## src/rtl/mem_port_arbiter_if.sv

```systemverilog
// +----------------------------------------------------------------------+
// | mem_port_arbiter_if                                                  |
// | Fetch, load/store and shared-memory signal bundle for the arbiter.   |
// | Revision: 1.0                                                        |
// +----------------------------------------------------------------------+
`default_nettype none

interface mem_port_arbiter_if #(
  parameter int ADDR_W = 32,
  parameter int DATA_W = 32
);
  logic              if_req;
  logic [ADDR_W-1:0] if_addr;
  logic              if_gnt;
  logic              if_rvalid;
  logic [DATA_W-1:0] if_rdata;

  logic              ls_req;
  logic              ls_we;
  logic [3:0]        ls_be;
  logic [ADDR_W-1:0] ls_addr;
  logic [DATA_W-1:0] ls_wdata;
  logic              ls_gnt;
  logic              ls_rvalid;
  logic [DATA_W-1:0] ls_rdata;

  logic              mem_req;
  logic              mem_we;
  logic [3:0]        mem_be;
  logic [ADDR_W-1:0] mem_addr;
  logic [DATA_W-1:0] mem_wdata;
  logic              mem_ack;
  logic [DATA_W-1:0] mem_rdata;

  // Arbiter side
  modport slave (
    input  if_req, if_addr,
    input  ls_req, ls_we, ls_be, ls_addr, ls_wdata,
    input  mem_ack, mem_rdata,
    output if_gnt, if_rvalid, if_rdata,
    output ls_gnt, ls_rvalid, ls_rdata,
    output mem_req, mem_we, mem_be, mem_addr, mem_wdata
  );

  // Requester / memory side
  modport master (
    output if_req, if_addr,
    output ls_req, ls_we, ls_be, ls_addr, ls_wdata,
    output mem_ack, mem_rdata,
    input  if_gnt, if_rvalid, if_rdata,
    input  ls_gnt, ls_rvalid, ls_rdata,
    input  mem_req, mem_we, mem_be, mem_addr, mem_wdata
  );
endinterface

`default_nettype wire

```

## src/rtl/mem_port_arbiter.sv

```systemverilog
// +----------------------------------------------------------------------+
// | mem_port_arbiter                                                     |
// | Shares one single-port memory between fetch and load/store ports.    |
// | Revision: 1.0                                                        |
// +----------------------------------------------------------------------+
`default_nettype none

module mem_port_arbiter #(
  parameter int ADDR_W       = 32,
  parameter int DATA_W       = 32,
  parameter int STARVE_LIMIT = 4
) (
  input  logic                clk,
  input  logic                rst,
  mem_port_arbiter_if.slave   bus
);

  localparam int c_CNT_W = $clog2(STARVE_LIMIT + 1);
  localparam logic [c_CNT_W-1:0] c_LIMIT = c_CNT_W'(STARVE_LIMIT);

  typedef enum logic [1:0] {
    IDLE = 2'd0,
    BUSY = 2'd1,
    RESP = 2'd2
  } state_t;

  state_t              r_state;
  logic [c_CNT_W-1:0]  r_starve;
  logic                r_owner_ls;
  logic                r_mem_req;
  logic                r_mem_we;
  logic [3:0]          r_mem_be;
  logic [ADDR_W-1:0]   r_mem_addr;
  logic [DATA_W-1:0]   r_mem_wdata;
  logic [DATA_W-1:0]   r_if_rdata;
  logic [DATA_W-1:0]   r_ls_rdata;
  logic                r_if_rvalid;
  logic                r_ls_rvalid;

  logic                w_idle;
  logic                w_starved;
  logic                w_if_gnt;
  logic                w_ls_gnt;

  // Grants are only offered from IDLE, and never while reset is held.
  assign w_idle    = rst && (r_state == IDLE);
  assign w_starved = (r_starve == c_LIMIT);
  assign w_if_gnt  = w_idle && bus.if_req && (!bus.ls_req || w_starved);
  assign w_ls_gnt  = w_idle && bus.ls_req && !w_if_gnt;

  always_ff @(posedge clk) begin
    if (!rst) begin
      r_state     <= IDLE;
      r_starve    <= '0;
      r_owner_ls  <= 1'b0;
      r_mem_req   <= 1'b0;
      r_mem_we    <= 1'b0;
      r_mem_be    <= 4'h0;
      r_mem_addr  <= '0;
      r_mem_wdata <= '0;
      r_if_rdata  <= '0;
      r_ls_rdata  <= '0;
      r_if_rvalid <= 1'b0;
      r_ls_rvalid <= 1'b0;
    end else begin
      case (r_state)
        IDLE: begin
          if (w_if_gnt) begin
            r_owner_ls  <= 1'b0;
            r_mem_req   <= 1'b1;
            r_mem_we    <= 1'b0;
            r_mem_be    <= 4'hF;
            r_mem_addr  <= bus.if_addr;
            r_mem_wdata <= '0;
            r_starve    <= '0;
            r_state     <= BUSY;
          end else if (w_ls_gnt) begin
            r_owner_ls  <= 1'b1;
            r_mem_req   <= 1'b1;
            r_mem_we    <= bus.ls_we;
            r_mem_be    <= bus.ls_be;
            r_mem_addr  <= bus.ls_addr;
            r_mem_wdata <= bus.ls_wdata;
            // Only grants that bypass a waiting fetch count toward starvation.
            if (bus.if_req && !w_starved) begin
              r_starve <= r_starve + 1'b1;
            end
            r_state     <= BUSY;
          end
        end
        BUSY: begin
          if (bus.mem_ack) begin
            r_mem_req <= 1'b0;
            if (r_owner_ls) begin
              r_ls_rvalid <= 1'b1;
              if (!r_mem_we) begin
                r_ls_rdata <= bus.mem_rdata;
              end
            end else begin
              r_if_rvalid <= 1'b1;
              r_if_rdata  <= bus.mem_rdata;
            end
            r_state <= RESP;
          end
        end
        RESP: begin
          r_if_rvalid <= 1'b0;
          r_ls_rvalid <= 1'b0;
          r_state     <= IDLE;
        end
        default: begin
          r_mem_req   <= 1'b0;
          r_if_rvalid <= 1'b0;
          r_ls_rvalid <= 1'b0;
          r_state     <= IDLE;
        end
      endcase
    end
  end

  assign bus.if_gnt    = w_if_gnt;
  assign bus.ls_gnt    = w_ls_gnt;
  assign bus.if_rvalid = r_if_rvalid;
  assign bus.ls_rvalid = r_ls_rvalid;
  assign bus.if_rdata  = r_if_rdata;
  assign bus.ls_rdata  = r_ls_rdata;
  assign bus.mem_req   = r_mem_req;
  assign bus.mem_we    = r_mem_we;
  assign bus.mem_be    = r_mem_be;
  assign bus.mem_addr  = r_mem_addr;
  assign bus.mem_wdata = r_mem_wdata;

endmodule

`default_nettype wire

```

## src/flat_wrapper.sv

```systemverilog
// flat-port wrapper written by rule: the top's interface ports become plain ports
module mem_port_arbiter_flat 
#(
  parameter int ADDR_W       = 32,
  parameter int DATA_W       = 32,
  parameter int STARVE_LIMIT = 4
)
  (clk, rst, bus_if_req, bus_if_addr, bus_ls_req, bus_ls_we, bus_ls_be, bus_ls_addr, bus_ls_wdata, bus_mem_ack, bus_mem_rdata, bus_if_gnt, bus_if_rvalid, bus_if_rdata, bus_ls_gnt, bus_ls_rvalid, bus_ls_rdata, bus_mem_req, bus_mem_we, bus_mem_be, bus_mem_addr, bus_mem_wdata);
  mem_port_arbiter_if #(.ADDR_W(ADDR_W), .DATA_W(DATA_W)) bus_i ();
  input  logic clk;
  input  logic rst;
  input wire logic [$bits(bus_i.if_req)-1:0] bus_if_req;
  input wire logic [$bits(bus_i.if_addr)-1:0] bus_if_addr;
  input wire logic [$bits(bus_i.ls_req)-1:0] bus_ls_req;
  input wire logic [$bits(bus_i.ls_we)-1:0] bus_ls_we;
  input wire logic [$bits(bus_i.ls_be)-1:0] bus_ls_be;
  input wire logic [$bits(bus_i.ls_addr)-1:0] bus_ls_addr;
  input wire logic [$bits(bus_i.ls_wdata)-1:0] bus_ls_wdata;
  input wire logic [$bits(bus_i.mem_ack)-1:0] bus_mem_ack;
  input wire logic [$bits(bus_i.mem_rdata)-1:0] bus_mem_rdata;
  output wire logic [$bits(bus_i.if_gnt)-1:0] bus_if_gnt;
  output wire logic [$bits(bus_i.if_rvalid)-1:0] bus_if_rvalid;
  output wire logic [$bits(bus_i.if_rdata)-1:0] bus_if_rdata;
  output wire logic [$bits(bus_i.ls_gnt)-1:0] bus_ls_gnt;
  output wire logic [$bits(bus_i.ls_rvalid)-1:0] bus_ls_rvalid;
  output wire logic [$bits(bus_i.ls_rdata)-1:0] bus_ls_rdata;
  output wire logic [$bits(bus_i.mem_req)-1:0] bus_mem_req;
  output wire logic [$bits(bus_i.mem_we)-1:0] bus_mem_we;
  output wire logic [$bits(bus_i.mem_be)-1:0] bus_mem_be;
  output wire logic [$bits(bus_i.mem_addr)-1:0] bus_mem_addr;
  output wire logic [$bits(bus_i.mem_wdata)-1:0] bus_mem_wdata;
  assign bus_i.if_req = bus_if_req;
  assign bus_i.if_addr = bus_if_addr;
  assign bus_i.ls_req = bus_ls_req;
  assign bus_i.ls_we = bus_ls_we;
  assign bus_i.ls_be = bus_ls_be;
  assign bus_i.ls_addr = bus_ls_addr;
  assign bus_i.ls_wdata = bus_ls_wdata;
  assign bus_i.mem_ack = bus_mem_ack;
  assign bus_i.mem_rdata = bus_mem_rdata;
  assign bus_if_gnt = bus_i.if_gnt;
  assign bus_if_rvalid = bus_i.if_rvalid;
  assign bus_if_rdata = bus_i.if_rdata;
  assign bus_ls_gnt = bus_i.ls_gnt;
  assign bus_ls_rvalid = bus_i.ls_rvalid;
  assign bus_ls_rdata = bus_i.ls_rdata;
  assign bus_mem_req = bus_i.mem_req;
  assign bus_mem_we = bus_i.mem_we;
  assign bus_mem_be = bus_i.mem_be;
  assign bus_mem_addr = bus_i.mem_addr;
  assign bus_mem_wdata = bus_i.mem_wdata;
  mem_port_arbiter #(.ADDR_W(ADDR_W), .DATA_W(DATA_W), .STARVE_LIMIT(STARVE_LIMIT)) u_core (.clk(clk), .rst(rst), .bus(bus_i));
endmodule
```

## config.mk

```make
export PLATFORM = sky130hd
export DESIGN_NAME = mem_port_arbiter_flat
export DESIGN_NICKNAME = d
export VERILOG_FILES = /design/src/rtl/mem_port_arbiter_if.sv /design/src/rtl/mem_port_arbiter.sv /design/src/flat_wrapper.sv
export SDC_FILE = /design/constraint.sdc
export NUM_CORES = 1
export LEC_CHECK = 0
export ABC_AREA = 1
export BUFFER_PORTS_ARGS = -buffer_cell sky130_fd_sc_hd__clkbuf_2
export CAP_MARGIN = 5
export CORE_ASPECT_RATIO = 0.9
export CORE_MARGIN = 2
export CORE_UTILIZATION = 46
export CTS_BUF_LIST = sky130_fd_sc_hd__clkbuf_16
export CTS_CLUSTER_DIAMETER = 40
export DETAILED_ROUTE_END_ITERATION = 8
export GPL_TIMING_DRIVEN = 1
export PLACE_DENSITY = 0.8
export SLEW_MARGIN = 20
export SYNTH_ARGS = -nofsm -noshare
export SYNTH_HDL_FRONTEND = slang
export SYNTH_SLANG_ARGS = --single-unit
```

## constraint.sdc

```tcl
create_clock -name clk -period 1.85 [get_ports clk]
set_clock_uncertainty 0.05 [all_clocks]
set_input_delay 0.0925 -clock clk [delete_from_list [all_inputs] [get_ports clk]]
set_output_delay 0.0925 -clock clk [all_outputs]
set_load 0.01 [all_outputs]
```

==> results.md <==
- Status: finished clean
- RD Place Congestion: 0.853
- Commonest non-fill, non-tap cell in the layout: clkbuf_2
- Worst min-delay path class: in2reg
- Largest net degree at the start of global routing: 71
- Register area share after synthesis: 48.7%
- CTS Buf Count: 17
- Slew margin rel.: 70.5%
- ANT cells: 0
- Antenna Nets Post-Route: 0
- Critical Path Source Type: flop
- Sink Count: 142
- Clock-pin transition on the worst setup and hold timing paths: 0.06 ns
- Distinct cell type count of the synthesized netlist: 24
- Worst skew pair latency: 0.41 ns
- Fin. Hold Viols: 0
- Setup crit end kind: primary output
- Via count: 7231
- Leak: 4.89 nW
- Max IR drop VDD: 752 uV
- Row Count: 39
- First-pass GRT wire length: 34.5 mm
- IO Pins: 276
- Crit path kind: reg2out
- XOR/XNOR Fraction of Synth Area: 0.150%
- Clk buf depth: 2
- Placed cells: 1240
- Die Y: 111 um
- Compound-Gate Fraction of Synth Area: 10.3%
- WL per Instance: 15.8 um
- Clock root cell: clkbuf_16
- Fin crit period: 1.75 ns
- Cells after synthesis: 835
- Net Count, Synth: 975
- Die width: 123 um
- Mux contribution to synthesized area: 0%
- Largest family of logic cells by synthesized area: simple AND/OR/NAND/NOR gates
- Simple-gate share of the synthesized area: 28.8%
- Initial antenna violation count: 0
- GRT Total Usage: 32.1%
- Max FO, Critical Path: 7
- Yosys warns: 0
- Post-Route WL: 22.2 mm
- GR Overflow Total: 0
- Depth of the CTS H-tree: 4
- Max-cap violation count: 0
- Vias per cell: 5.14
- Core area: 12500 um^2
- Most frequent cells in the layout: clkbuf_2 (273), nand2_1 (194), dfxtp_1 (141)
- Drt drc: 0
- Register bit total from synthesis: 142
- TNS Setup: 0 ns
- # setup viols final: 0
- Ratio of cells with drive above 1 in the final layout: 27.5%
- CTS tree: yes
- Critical Path RT: 1.71 ns
- Vias in the first global route: 7224
- Adder-Cell Fraction of Synth Area: 0.429%
- HPWL after DPL: 11.4 mm
- Port bufs: 275
- # nets final: 1371
- Post-Syn Area: 5830 um^2
- Worst-margin pin slew: 0.442 ns
- First drt pass iteration count: 5
- PwrDens: 905 nW/um^2
- Mean Syn Cell Area: 6.98 um^2
- First DRT Iteration DRCs: 642
- Period utilisation layout: 94.7%
- WP data arrival: 1.61 ns
- Slew Limit Fails: 0
- Layout overhead on the synthesized area: 59.9%
- Finished Layout Cells: 1408
- Initial core utilization: 46.5%
- Achievable frequency: 0.571 GHz
- Die Area: 13600 um^2
critical path, cell delays in order, from the launching register on:
cell and delay (ns):
dfxtp_1 0.35, nor2_4 0.19, nand3_2 0.19, nor2_4 0.14, buf_6 0.15, nor2_2 0.04, buf_2 0.14
routing by layer:
| metal | vias to the layer above | global-route usage [%] | part of all wire (%) |
|---|---|---|---|
| met1 | 3230 | 34.0 | 36 |
| met2 | 507 | 53.9 | 49 |
| met5 | - | 0 | 0 |
| met3 | 133 | 10.9 | 9.4 |
| met4 | 0 | 20.2 | 5.8 |
| li1 | 3361 | - | - |
Yosys cell counts (all sizes together):
master	instances	area share, %
a21oi	37	3.2
o31ai	1	0.13
xor2	1	0.15
buf	32	3.3
nand2	197	13
ha	2	0.43
o211ai	1	0.21
dfxtp	142	49
nand4	1	0.11
a211oi	2	0.26
nor2	142	9.5
nand3	68	6.0
inv	108	7.0
o21ai	76	6.5
nor3	5	0.43
clkbuf	20	1.3
repair_timing:
item | 4_1_cts | 5_1_grt
hold buffers | 135 | 0
setup endpoints to repair | 0 | 13
hold endpoints to repair | 135 | 0
setup buffers | 0 | 1
gates resized for setup | 0 | 7
state kept, by name, indices dropped and copies added, names as in the netlist:
register / cells
u_core.bus.if_rdata: 32
u_core.bus.ls_rdata: 32
u_core.bus.mem_addr: 32
u_core.bus.mem_wdata: 32
u_core.bus.mem_be: 4
u_core.r_starve: 3
u_core.r_state: 2
u_core.bus.if_rvalid: 1
u_core.bus.ls_rvalid: 1
u_core.bus.mem_req: 1
u_core.bus.mem_we: 1
u_core.r_owner_ls: 1
cells by family after synthesis:
kind of cell | count (synthesis)
compound gates | 117
simple gates | 413
xor+xnor | 1
fa+ha+maj | 2
buf+inv | 160
flops | 142
layout make-up:
| class | instances | area (um^2) |
|---|---|---|
| Tap cell | 164 | 205 |
| Sequential cell | 142 | 2840 |
| Inverter | 108 | 405 |
| Clock inverter | 15 | 193 |
| Multi-Input combinational cell | 533 | 2330 |
| Timing Repair Buffer | 429 | 2920 |
| Fill cell | 822 | 3220 |
| Clock buffer | 17 | 425 |
per-stage QoR:
stage | total power [W] | setup WS [ns] | util (%) | hold slack (ns) | instance area [um^2]
after floorplan | 0.00407 | 0.412 | - | 0.170 | 5830
after global placement | 0.00454 | 0.284 | 58.5 | 0.258 | 7340
after detailed placement | 0.00456 | 0.243 | 58.5 | 0.275 | 7340
after CTS | 0.00836 | 0.00317 | 74.2 | 0.0563 | 9310
after global routing | 0.00876 | -0.0110 | 74.3 | 0.103 | 9320
final | 0.00844 | 0.0978 | 74.3 | 0.0762 | 9320
path summary, 6_finish.rpt:
check	start	endpoint	slack, ns	depth (start not counted)
worst max-delay path	u_core.r_state[1]	bus_ls_gnt	0.1	6
worst min-delay path	bus_if_req	u_core.r_starve[0]	0.08	3
worst max register to register	u_core.r_state[1]	u_core.bus.mem_addr[25]	0.1	8
worst min register to register	u_core.bus.mem_wdata[14]	u_core.bus.mem_wdata[14]	0.42	2
report_power, final:
part	switching (W)	leakage, nW	internal [W]
Sequential	0.000115	1.16	0.00325
Combinational	0.000824	3.43	0.000659
Clock	0.00134	0.301	0.00225
(Power assumes the default switching activity.)
